<file path="src/rtl/mux_scan_ctrl.sv">
// Scan sequencer around the 4:1 channel selector: steps addr 0..3,
// dwells on each channel, captures M and publishes a 4-bit snapshot.
module mux_scan_ctrl #(
   parameter int DWELL = 2,
   parameter int CNT_W = 4
) (
   input  logic       clk,
   input  logic       rst_n,
   input  logic       start,
   input  logic       mode,
   input  logic       stop,
   output logic [1:0] addr,
   output logic       N,
   input  logic       M,
   output logic [3:0] sample,
   output logic       valid,
   output logic       busy
);

   typedef enum logic [1:0] {
      IDLE = 2'd0,
      SCAN = 2'd1,
      DONE = 2'd2
   } state_t;

   localparam logic [CNT_W-1:0] LAST = CNT_W'(DWELL - 1);

   state_t           state, state_nx;
   logic [CNT_W-1:0] cnt, cnt_nx;
   logic [3:0]       shadow, shadow_nx;
   logic [3:0]       sample_nx;
   logic [1:0]       addr_nx;
   logic             n_nx;
   logic             valid_nx;
   logic             busy_nx;
   logic             stop_pend, stop_pend_nx;
   logic             mode_q, mode_nx;
   logic             last;

   assign last = (cnt == LAST);

   always_ff @(posedge clk or negedge rst_n) begin
      if (!rst_n) begin
         state     <= IDLE;
         cnt       <= '0;
         shadow    <= '0;
         sample    <= '0;
         addr      <= '0;
         N         <= 1'b1;
         valid     <= 1'b0;
         busy      <= 1'b0;
         stop_pend <= 1'b0;
         mode_q    <= 1'b0;
      end else begin
         state     <= state_nx;
         cnt       <= cnt_nx;
         shadow    <= shadow_nx;
         sample    <= sample_nx;
         addr      <= addr_nx;
         N         <= n_nx;
         valid     <= valid_nx;
         busy      <= busy_nx;
         stop_pend <= stop_pend_nx;
         mode_q    <= mode_nx;
      end
   end

   always_comb begin
      state_nx = state;
      unique case (state)
         IDLE: if (start) state_nx = SCAN;
         SCAN: if (last && addr == 2'd3) state_nx = DONE;
         DONE: begin
            if (mode_q && !stop_pend && !stop) state_nx = SCAN;
            else                               state_nx = IDLE;
         end
         default: state_nx = IDLE;
      endcase
   end

   always_comb begin
      cnt_nx       = cnt;
      shadow_nx    = shadow;
      sample_nx    = sample;
      addr_nx      = addr;
      n_nx         = N;
      valid_nx     = 1'b0;
      stop_pend_nx = stop_pend;
      mode_nx      = mode_q;
      busy_nx      = (state_nx != IDLE);
      unique case (state)
         IDLE: begin
            n_nx    = 1'b1;
            addr_nx = 2'd0;
            if (start) begin
               mode_nx      = mode;
               stop_pend_nx = 1'b0;
               cnt_nx       = '0;
               n_nx         = 1'b0;
            end
         end
         SCAN: begin
            if (stop) stop_pend_nx = 1'b1;
            if (last) begin
               shadow_nx[addr] = M;
               cnt_nx          = '0;
               if (addr == 2'd3) begin
                  // bit 3 comes straight from M on the closing edge
                  sample_nx = shadow_nx;
                  valid_nx  = 1'b1;
                  n_nx      = 1'b1;
                  addr_nx   = 2'd0;
               end else begin
                  addr_nx = addr + 2'd1;
               end
            end else begin
               cnt_nx = cnt + 1'b1;
            end
         end
         DONE: begin
            addr_nx = 2'd0;
            cnt_nx  = '0;
            if (mode_q && !stop_pend && !stop) begin
               n_nx = 1'b0;
            end else begin
               n_nx         = 1'b1;
               stop_pend_nx = 1'b0;
            end
         end
         default: begin
            n_nx    = 1'b1;
            addr_nx = 2'd0;
         end
      endcase
   end

endmodule

</file>
<file path="config.mk">
export PLATFORM = sky130hd
export DESIGN_NAME = mux_scan_ctrl
export DESIGN_NICKNAME = d
export VERILOG_FILES = /design/src/rtl/mux_scan_ctrl.sv
export SDC_FILE = /design/constraint.sdc
export NUM_CORES = 1
export LEC_CHECK = 0
export CAP_MARGIN = 20
export CORE_MARGIN = 5
export CORE_UTILIZATION = 30
export CTS_CLUSTER_SIZE = 14
export DETAILED_ROUTE_END_ITERATION = 16
export DONT_BUFFER_PORTS = 1
export SLEW_MARGIN = 20
export SYNTH_ARGS = -nofsm -noshare
export SYNTH_HDL_FRONTEND = slang
export SYNTH_SLANG_ARGS = --single-unit
</file>
<file path="constraint.sdc">
create_clock -name clk -period 2.51 [get_ports clk]
set_clock_uncertainty 0.1 [all_clocks]
set_input_delay 0.251 -clock clk [delete_from_list [all_inputs] [get_ports clk]]
set_output_delay 0.251 -clock clk [all_outputs]
set_load 0.03 [all_outputs]
</file>
==> results.json <==
{
  "status": "complete, no violations",
  "clk_latency_ns": 0.30,
  "mostFrequentLayoutCells": "dfrtp_1, ha_1, inv_1, a21oi_1, mux2i_1",
  "slew_viol_final": 0,
  "crit_end": "sample[3]",
  "gp_congestion": 0.764,
  "grt_max_degree": 21,
  "max_freq_mhz": 541,
  "root_buffer": "clkbuf_4",
  "die_x_um": 68.9,
  "yosysWarnings": 0,
  "cts_tree": "built",
  "cp_slowest_stage_delay_ns": 0.41,
  "tightest_slew_ns": 0.876,
  "synth_seq_area_share": 0.482,
  "rrSetupSlack_ns": 0.66,
  "drt-total-wl_mm": 1.87,
  "critPathCaptureType": "flip-flop",
  "period_share": 0.737,
  "dp_cells": 132,
  "holdWs_ns": 0.0347,
  "crit_start": "cnt[1]",
  "cp_max_fo": 9,
  "nets": 106,
  "p_per_area_mw_per_mm2": 1210,
  "die_h_um": 68.9,
  "drive_above_1_share": 0.151,
  "cts_htree_levels": 1,
  "hold_class": "primary input to flip-flop",
  "clockBufferDepth": 2,
  "clk_pin_slew_ns": 0.11,
  "layout.cells.non_filler": 139,
  "grt_pass1_vias": 724,
  "yosys.area_share.adder": 0.0721,
  "vias": 675,
  "r2r-start": "cnt[1]",
  "place_hpwl_mm": 1.38,
  "synth.avg_cell_area_um2": 11.6,
  "slew_headroom": 0.414,
  "regArea_um2": 502,
  "synth-seq-cells": 20,
  "crit_path_top_delay_cell": "dfrtp_1",
  "io_buffers": 0,
  "netlist_area_mm2": 0.00104,
  "cts_buffers": 3,
  "hold_viol_final": 0,
  "rr_worst_depth": 5,
  "rsz0062_at_grt": "false",
  "start_util": 0.312,
  "setup_viol": 0,
  "cts_sinks": 20,
  "path_cells": "inv_1 -> ha_1 -> nor3b_4 -> and3_4 -> mux2_4",
  "ctsResizeCount": 0,
  "worstHoldPathCells": 3,
  "cp_data_arrival_time_ns": 1.95,
  "gr-total-overflow": 0,
  "multi_input_area_um2": 474,
  "drc": 0,
  "synth-simple-area-share": 0.160,
  "synth_top_family_by_area": "simple AND/OR/NAND/NOR gates",
  "dieArea_mm2": 0.00475,
  "cp.required_ns": 2.61,
  "area_growth_pct": 8.17,
  "netlist_instances": 90,
  "ir_worst_vdd_mv": 0.318,
  "coreArea_mm2": 0.00334,
  "crit_type": "flip-flop to flip-flop",
  "rows": 21,
  "final.fill_count": 344,
  "synth_nets": 102,
  "ant_nets": 0,
  "p_leak_nw": 0.488,
  "maxCapViolCount": 0,
  "dr.pass1.iters": 5,
  "fin_setup_tns_ns": 0,
  "reg2reg_to": "sample[3]",
  "num_io_pins": 15,
  "period_minus_slack_ns": 1.85,
  "grt_pass1_wl_mm": 3.32,
  "antenna_found_initial": 0,
  "synth-compound-area-share": 0.118,
  "synthMuxAreaShare": 0.106,
  "grt_use_total": 0.0938,
  "routedWlPerCell_um": 13.4,
  "via_per_inst": 4.86,
  "n_antenna_cell": 0,
  "ys_types": 36,
  "cp-start-kind": "flip-flop",
  "drtIter0Drc": 14,
  "synth_xor_area_frac": 0,
  "final_common_cell": "dfrtp_1",
  "power.total_mw": 1.36
}
## power by group
group	switching (mW)	internal, mW
Clock	0.0988	0.0884
Sequential	0.255	0.465
Combinational	0.223	0.233
Total	0.577	0.787
## area by class of cell
class                           instances  area share
Sequential cell                        20       0.446
Multi-Input combinational cell         60       0.421
Tap cell                               46      0.0511
Timing Repair Buffer                    4      0.0333
Clock buffer                            4      0.0322
Inverter                                5      0.0167
## registers in the layout, indices dropped and copies added, names as in the netlist
name	flops
addr	2
stop_pend	1
state	2
valid	1
mode_q	1
sample	4
shadow	3
N	1
cnt	4
busy	1
## timing repair
action | 4_1_cts | 5_1_grt
buffers inserted | 0 | 0
hold endpoints to repair | 25 | 0
hold buffers | 3 | 0
## cells in the mapped netlist
cell type | number | area share
a21o_1 | 1 | 0.0072
a21oi_1 | 5 | 0.024
a311o_1 | 1 | 0.0096
a31oi_1 | 4 | 0.024
and2_1 | 1 | 0.0060
and3_1 | 2 | 0.012
and3_4 | 1 | 0.011
buf_2 | 1 | 0.0048
buf_4 | 1 | 0.0072
buf_6 | 3 | 0.032
dfrtp_1 | 19 | 0.46
dfstp_2 | 1 | 0.025
ha_1 | 6 | 0.072
inv_1 | 5 | 0.018
mux2_1 | 1 | 0.011
mux2_2 | 3 | 0.032
mux2_4 | 1 | 0.014
mux2i_1 | 5 | 0.048
nand2_1 | 3 | 0.011
nand2b_1 | 2 | 0.012
nand3_1 | 4 | 0.019
nor2_1 | 4 | 0.014
nor2b_1 | 1 | 0.0060
nor2b_4 | 1 | 0.013
nor3_1 | 1 | 0.0048
nor3b_4 | 1 | 0.018
nor4_1 | 1 | 0.0060
nor4b_1 | 1 | 0.0084
nor4bb_1 | 1 | 0.0096
o211ai_1 | 1 | 0.0072
o21a_1 | 1 | 0.0072
o21ai_0 | 3 | 0.014
o31a_1 | 1 | 0.0084
o31ai_1 | 1 | 0.0072
o32ai_1 | 1 | 0.0084
or3b_2 | 1 | 0.0084
## worst min path at each step
| stage | startpoint | endpoint | slack, ns |
|---|---|---|---|
| global route | start | stop_pend | 0.04 |
| finish | start | stop_pend | 0.03 |
| global placement | rst_n | busy | -0.14 |
| CTS | start | stop_pend | 0.03 |
| detailed placement | rst_n | mode_q | -0.14 |
| floorplan | rst_n | addr[0] | -0.14 |
## worst max-delay path, delay by kind of cell (launching register included)
kind / cells / cell delay (ns)
buf+inv: 1 / 0.09
fa+ha+maj: 1 / 0.15
simple gates: 2 / 0.70
mux: 1 / 0.29
flops: 1 / 0.41
## stage by stage
step	util	setup WS, ns	area [um2]
floorplan	-	0.850	1040
global placement	0.318	0.749	1060
detailed placement	0.318	0.674	1060
CTS	0.337	0.660	1130
global route	0.337	0.541	1130
finish	0.337	0.661	1130
## kinds of logic (layout without fill, tap and decap cells)
kind of cell             Yosys count  after routing
AO/OA/AOI/OAI                     19             19
flip-flops                        20             20
AND/OR/NAND/NOR                   25             25
adder cells (fa/ha/maj)            6              6
buffers and inverters             10             13
multiplexers                      10             10
## routing by layer
layer  part of all wire  vias up  GRT usage
li1                   -      328          -
met1               0.42      338      0.110
met2               0.53        9      0.162
met3              0.047        0     0.0162
met4                  0        0     0.0511
met5                  0        -          0
No activity file was read; power rests on OpenSTA's default activity.
